--- src/rtl/alu_logical32_pkg.sv ---
// Shared definitions for the logical/shift slice of the 32-bit ALU.
package alu_logical32_pkg;

    localparam int unsigned ALU_W   = 32;
    localparam int unsigned SHAMT_W = 5;

    // Full operation select is {sel2, sel1, sel0}.
    localparam logic [2:0] OP_AND     = 3'b000;
    localparam logic [2:0] OP_OR      = 3'b001;
    localparam logic [2:0] OP_XOR     = 3'b010;
    localparam logic [2:0] OP_NOR     = 3'b011;
    localparam logic [2:0] OP_SRA     = 3'b100;
    localparam logic [2:0] OP_SRL     = 3'b101;
    localparam logic [2:0] OP_SLL     = 3'b110;
    localparam logic [2:0] OP_SLL_ALT = 3'b111;

    // Fill mask covering the top 'amt' bits, used for arithmetic right shifts.
    function automatic logic [ALU_W-1:0] top_mask(input int unsigned amt);
        return ~({ALU_W{1'b1}} >> amt);
    endfunction

endpackage

--- src/rtl/barrel_shift_32.sv ---
// Five-stage logarithmic barrel shifter (stages of 1/2/4/8/16 bits).
module barrel_shift_32
    import alu_logical32_pkg::*;
(
    input  logic [ALU_W-1:0]   data_i,
    input  logic [SHAMT_W-1:0] shamt_i,
    input  logic               left_i,
    input  logic               arith_i,
    output logic [ALU_W-1:0]   data_o
);

    logic fill;
    logic [ALU_W-1:0] stage [SHAMT_W+1];

    // Each stage conditionally shifts by a power of two; sign fill only for right arithmetic.
    always_comb begin
        fill     = arith_i & ~left_i & data_i[ALU_W-1];
        stage[0] = data_i;
        for (int s = 0; s < SHAMT_W; s++) begin
            if (!shamt_i[s]) begin
                stage[s+1] = stage[s];
            end else if (left_i) begin
                stage[s+1] = stage[s] << (1 << s);
            end else begin
                stage[s+1] = (stage[s] >> (1 << s)) | (fill ? top_mask(1 << s) : '0);
            end
        end
        data_o = stage[SHAMT_W];
    end

endmodule

--- src/rtl/alu_logical32.sv ---
// Logical and shift slice of the 32-bit ALU; all datapath nodes are registered.
module alu_logical32
    import alu_logical32_pkg::*;
#(
    parameter int unsigned WIDTH = 32
) (
    input  logic             clk,
    input  logic             rst_n,
    input  logic [WIDTH-1:0] in1,
    input  logic [WIDTH-1:0] in2,
    input  logic             sel2,
    input  logic             sel1,
    input  logic             sel0,
    output logic [WIDTH-1:0] out,
    output logic [WIDTH-1:0] logical_32_out,
    output logic [WIDTH-1:0] sll_out,
    output logic [WIDTH-1:0] srl_sra_out,
    output logic [WIDTH-1:0] mux_0_out
);

    logic [ALU_W-1:0] logical_d, sll_d, srl_sra_d, mux_0_d, out_d;
    logic [ALU_W-1:0] logical_q, sll_q, srl_sra_q, mux_0_q, out_q;

    barrel_shift_32 u_shift_left (
        .data_i  (in1),
        .shamt_i (in2[SHAMT_W-1:0]),
        .left_i  (1'b1),
        .arith_i (1'b0),
        .data_o  (sll_d)
    );

    // sel0=0 selects SRA, sel0=1 selects SRL.
    barrel_shift_32 u_shift_right (
        .data_i  (in1),
        .shamt_i (in2[SHAMT_W-1:0]),
        .left_i  (1'b0),
        .arith_i (~sel0),
        .data_o  (srl_sra_d)
    );

    // Logical unit decodes only {sel1, sel0}; final muxing picks the class via sel2.
    always_comb begin
        logical_d = '0;
        unique case ({1'b0, sel1, sel0})
            OP_AND:  logical_d = in1 & in2;
            OP_OR:   logical_d = in1 | in2;
            OP_XOR:  logical_d = in1 ^ in2;
            OP_NOR:  logical_d = ~(in1 | in2);
            default: logical_d = '0;
        endcase
        mux_0_d = sel1 ? sll_d : srl_sra_d;
        out_d   = sel2 ? mux_0_d : logical_d;
    end

    // Single output register stage; reset clears every output immediately.
    always_ff @(posedge clk or negedge rst_n) begin
        if (!rst_n) begin
            logical_q <= '0;
            sll_q     <= '0;
            srl_sra_q <= '0;
            mux_0_q   <= '0;
            out_q     <= '0;
        end else begin
            logical_q <= logical_d;
            sll_q     <= sll_d;
            srl_sra_q <= srl_sra_d;
            mux_0_q   <= mux_0_d;
            out_q     <= out_d;
        end
    end

    assign out            = out_q;
    assign logical_32_out = logical_q;
    assign sll_out        = sll_q;
    assign srl_sra_out    = srl_sra_q;
    assign mux_0_out      = mux_0_q;

endmodule

--- config.mk ---
export PLATFORM = sky130hd
export DESIGN_NAME = alu_logical32
export DESIGN_NICKNAME = d
export VERILOG_FILES = /design/src/rtl/alu_logical32_pkg.sv /design/src/rtl/barrel_shift_32.sv /design/src/rtl/alu_logical32.sv
export SDC_FILE = /design/constraint.sdc
export NUM_CORES = 1
export LEC_CHECK = 0
export BUFFER_PORTS_ARGS = -buffer_cell sky130_fd_sc_hd__buf_2
export CORE_MARGIN = 1
export CORE_UTILIZATION = 50
export CTS_CLUSTER_DIAMETER = 80
export DETAILED_ROUTE_END_ITERATION = 6
export PLACE_DENSITY = 0.77
export REMOVE_ABC_BUFFERS = 1
export SETUP_SLACK_MARGIN = 0.05
export SLEW_MARGIN = 20
export SYNTH_ARGS = -nofsm -noshare
export SYNTH_HDL_FRONTEND = slang
export SYNTH_SLANG_ARGS = --single-unit
--- constraint.sdc ---
create_clock -name clk -period 0.8 [get_ports clk]
set_input_delay 0.16 -clock clk [delete_from_list [all_inputs] [get_ports clk]]
set_output_delay 0.16 -clock clk [all_outputs]
set_load 0.05 [all_outputs]
==> reports/results.ini, run 1 <==
[run_status]
outcome=did not finish
stop_error=[ERROR DPL-0038] Utilization greater than 100%, impossible to legalize
lastStage=global routing (5_1_grt)

[synth]
synthFlopType=dfrtp_1
synth-seq-cells=160
yosysUniqueCellTypes=64
synth_edf_count=0
synth.area.top_cells=dfrtp_1 38%, mux4_2 11%, ha_1 7.9%
yosys.area.top_type=dfrtp_1
yosysWarnings=0
netlist.area_leader.share=0.3830
syn_area_um2=10450
synth.avg_cell_area_um2=10.73
syn_inst=974
ys_async_sr_fraction=1.000
ys_seq_area_frac=0.3830

[placement]
io_buffers=228
preCtsSetupSlack_ps=-1961
gp_congestion=1.039
dp_hpwl_um=31830

[cts]
cts_made_buffers=17
clock-sinks=160
htree_levels=4
root_buffer=clkbuf_16
clockBufferDepth=2

[die]
start_util=0.5133
io_pins=229
rows=52
die_x_um=146.6
die_y_um=146.6

[sta]
worst_endpoint=out[0]$_DFF_PN0_/D
worstEndpointType=sequential cell input

[global_route]
grt_max_degree=34

==> cell usage after synthesis, drive strengths merged (3+ instances only) <==
library cell	number
nor2b	45
a221oi	4
dfrtp	160
or2	3
nor3	4
a2bb2oi	5
inv	69
o22a	4
mux4	50
a211oi	37
nand2	58
clkbuf	39
mux2i	30
and2	9
buf	37
o211ai	7
o22ai	22
a31oi	9
a211o	6
nor2	60
o221ai	4
nand3	8
o21ai	24
ha	66
mux2	66
and3	4
a21oi	54
nand2b	8
a221o	11
a22o	3
xor2	32
a22oi	8
==> cells by family after synthesis <==
logic type	synth area share
and+or+nand+nor	0.09432
xor gates and xnor gates	0.02681
AOI/OAI and AO/OA	0.1441
DFF	0.3830
muxes	0.2108
adders and majority gates	0.07899
buffers and inverters	0.06200
==> stage by stage <==
step | utilization | cell area (um^2) | instances
detailed placement | 0.6849 | 13950 | 1692
floorplan | - | 10070 | 898
global placement | 0.6849 | 13950 | 1692
CTS | 0.9202 | 18740 | 1822
==> repair_timing <==
item / 4_1_cts
setup buffers: 95
pin swaps: 107
gates resized for setup: 831
endpoints found under the setup margin: 320
cloned: 12
hold buffers: 1
hold endpoints to repair: 160
==> inputs of run 2 (changes only) <==
- CORE_UTILIZATION: 50 -> 35
- CTS_CLUSTER_DIAMETER: 80 -> not set
- PLACE_DENSITY: 0.77 -> not set
- PLACE_DENSITY_LB_ADDON: not set -> 0.15
- SETUP_SLACK_MARGIN: 0.05 -> not set
- clock period: 0.8 -> 1.05 ns (I/O delays scaled with it)
==> run 2 against run 1 <==
Effect of this change: the flow now finishes, with violations (setup timing); area after synthesis unchanged; synthesized cell count did not move.
==> reports/results.ini, run 2 <==
[run_status]
outcome=finished, violations left
violations=setup timing

[finish]
syn2layout_area_growth_pct=87.30
multiInputGateArea_um2=7436
layout_commonest_cell=buf_4
fillers=2225
final_cell_mix=307 x buf_4, 281 x buf_6, 160 x dfrtp_1
seqCellArea_um2=4004
final_area_um2=19580
drive_above_1_share=0.6547
num_antenna_cells=0
fin_nets=1741

[die]
die_y_um=174.8  ; +19%
die_x_um=174.8  ; +19%
dieArea_um2=30560
rows=62  ; +19%
core_area_um2=29010
io_pins=229  ; unchanged
start_util=0.3603  ; -0.1530

[routing]
drtPass1Iterations=5
route.detailed.drc=0
wl_um=47720
vias_per_cell=5.366
wl_per_cell_um=23.82
drtIter0Drc=679
via_count=10750
final_antenna_net_count=0

[power]
p_per_area_nw_per_um2=1327
leakagePower_nw=9.260
power.internal_mw=16.07
switching_share=0.3813
clkPwrFrac=0.246
combPwrFrac=0.475
switchingPower_mw=9.906
seq_power_share=0.280
ir_worst_vdd_v=0.001075

[synth]
ys_async_sr_fraction=1.000  ; unchanged
syn_area_um2=10450  ; unchanged
synth_edf_count=0  ; unchanged
yosys.area.top_type=dfrtp_1
synthFlopType=dfrtp_1
syn_inst=974  ; unchanged
synth.avg_cell_area_um2=10.73  ; unchanged
synth-seq-cells=160  ; unchanged
synth.area.top_cells=dfrtp_1 38%, mux4_2 11%, ha_1 7.9%
yosysUniqueCellTypes=64  ; unchanged
ys_seq_area_frac=0.3830  ; unchanged
yosysWarnings=0  ; unchanged
netlist.area_leader.share=0.3830  ; unchanged
synthTopCellsByCount=160 x dfrtp_1, 68 x inv_1, 66 x ha_1
yosysMostFrequentCell=dfrtp_1

[sta]
max_freq_ghz=0.5163
rsz0062_at_grt=yes
hold_viol=0
setup_slack_ps=-887.0
tightest_slew_ps=607.5
relSlewSlack=0.5942
slew_violations=0
timing.hold.ws_ps=219.4
finalCriticalPeriod_ps=1937
setup_viol=288
period_share=1.845

[cts]
clock-sinks=160  ; unchanged
cts_made_buffers=17  ; unchanged
root_buffer=clkbuf_16
htree_levels=4  ; unchanged
cts.reportedPaths.clkPinSlew_ps=60
clockBufferDepth=2  ; unchanged
tritoncts=done

[global_route]
antenna_found_initial=0
first_global_vias=10920
grt_pass1_wl_um=69550
grt_max_degree=43
grtUsageTotal=0.3120
grt-ovfl-total=0

[setup_path]
cp_slowest_cell=mux4_2
end_kind=flip-flop
critPathKind=input port to flip-flop
start_kind=input port
crit_chain=buf_16, buf_6, buf_6, mux4_2, mux2i_2, o22a_1, o211ai_1, mux2_4, mux2_4
critPathMaxStageDelay_ps=520
cp_top_family=multiplexers
path_buf_inv=3
crit_fanout=8
critPathRequiredTime_ps=1370
arrival_ps=2260

[placement]
io_buffers=228  ; unchanged
preCtsSetupSlack_ps=-1694  ; +267.3 ps
post_dp_cell_area_um2=14740  ; +5.7%
gp_congestion=0.9855  ; -5.1%
dp_hpwl_um=35290  ; +11%

[hold_path]
hold_class=input port to flip-flop

[flow_run]
maxCapViolCount=0

==> run 2: final cells by class <==
type	instances	share of cell area
multi-input cells	667	0.3798
clock inverters	14	0.007924
flip-flops and latches	160	0.2045
inverters	71	0.01483
clock buffers	18	0.02243
repair buffers	689	0.3460
well taps	384	0.02454
==> run 2: cell families after synthesis <==
family,count (synthesis),synth area share
xor+xnor,32,0.02681
simple gates,205,0.09432
mux,146,0.2108
flops,160,0.3830
fa+ha+maj,66,0.07899
compound gates,218,0.1441
buf+inv,147,0.06200
==> run 2: metal layers <==
metal | track usage | part of all wire
met2 | 0.4922 | 0.46
met3 | 0.06027 | 0.071
met1 | 0.4215 | 0.43
met4 | 0.1236 | 0.037
met5 | 0 | 0
==> run 2: final timing paths <==
check / startpoint / endpoint / slack, ps / cells after the start
max in group asynchronous: rst_n / srl_sra_out[7] / 250 / 3
min: in2[4] / sll_out[11] / 220 / 3
min in group asynchronous: rst_n / out[3] / 290 / 2
max: in2[0] / out[30] / -890 / 9
==> run 2: through the flow <==
stage	utilization	power [mW]	TNS, ps	std cells
finish	0.6749	25.98	-89440	2003
global route	0.6749	26.85	-95640	2003
CTS	0.6478	25.41	-85340	1982
detailed placement	0.5082	16.27	-177290	1891
global placement	0.5082	16.27	-177420	1891
floorplan	-	11.98	-105240	898
==> run 2: timing repair <==
action                     4_1_cts  5_1_grt
hold buffers                     1        0
resized for setup              744      150
gates cloned                     9        1
pin swaps                       93       59
setup buffers                   71       38
hold endpoints to repair        23        0
setup endpoints to repair      304      314
==> run 2: tightest hold or removal path: cells and delay by family <==
kind | cells | cell delay, ps
buffers and inverters | 2 | 360
and+or+nand+nor | 1 | 50
==> run 2: power by group through the flow <==
stage | combinational, mW | sequential [mW] | clock, mW
CTS | 11.6 | 7.28 | 6.50
global placement | 9.07 | 7.20 | 0
finish | 12.3 | 7.27 | 6.38
floorplan | 2.14 | 9.84 | 0
detailed placement | 9.08 | 7.19 | 0
global route | 12.8 | 7.33 | 6.73
Power figures use the tool's default switching activity.
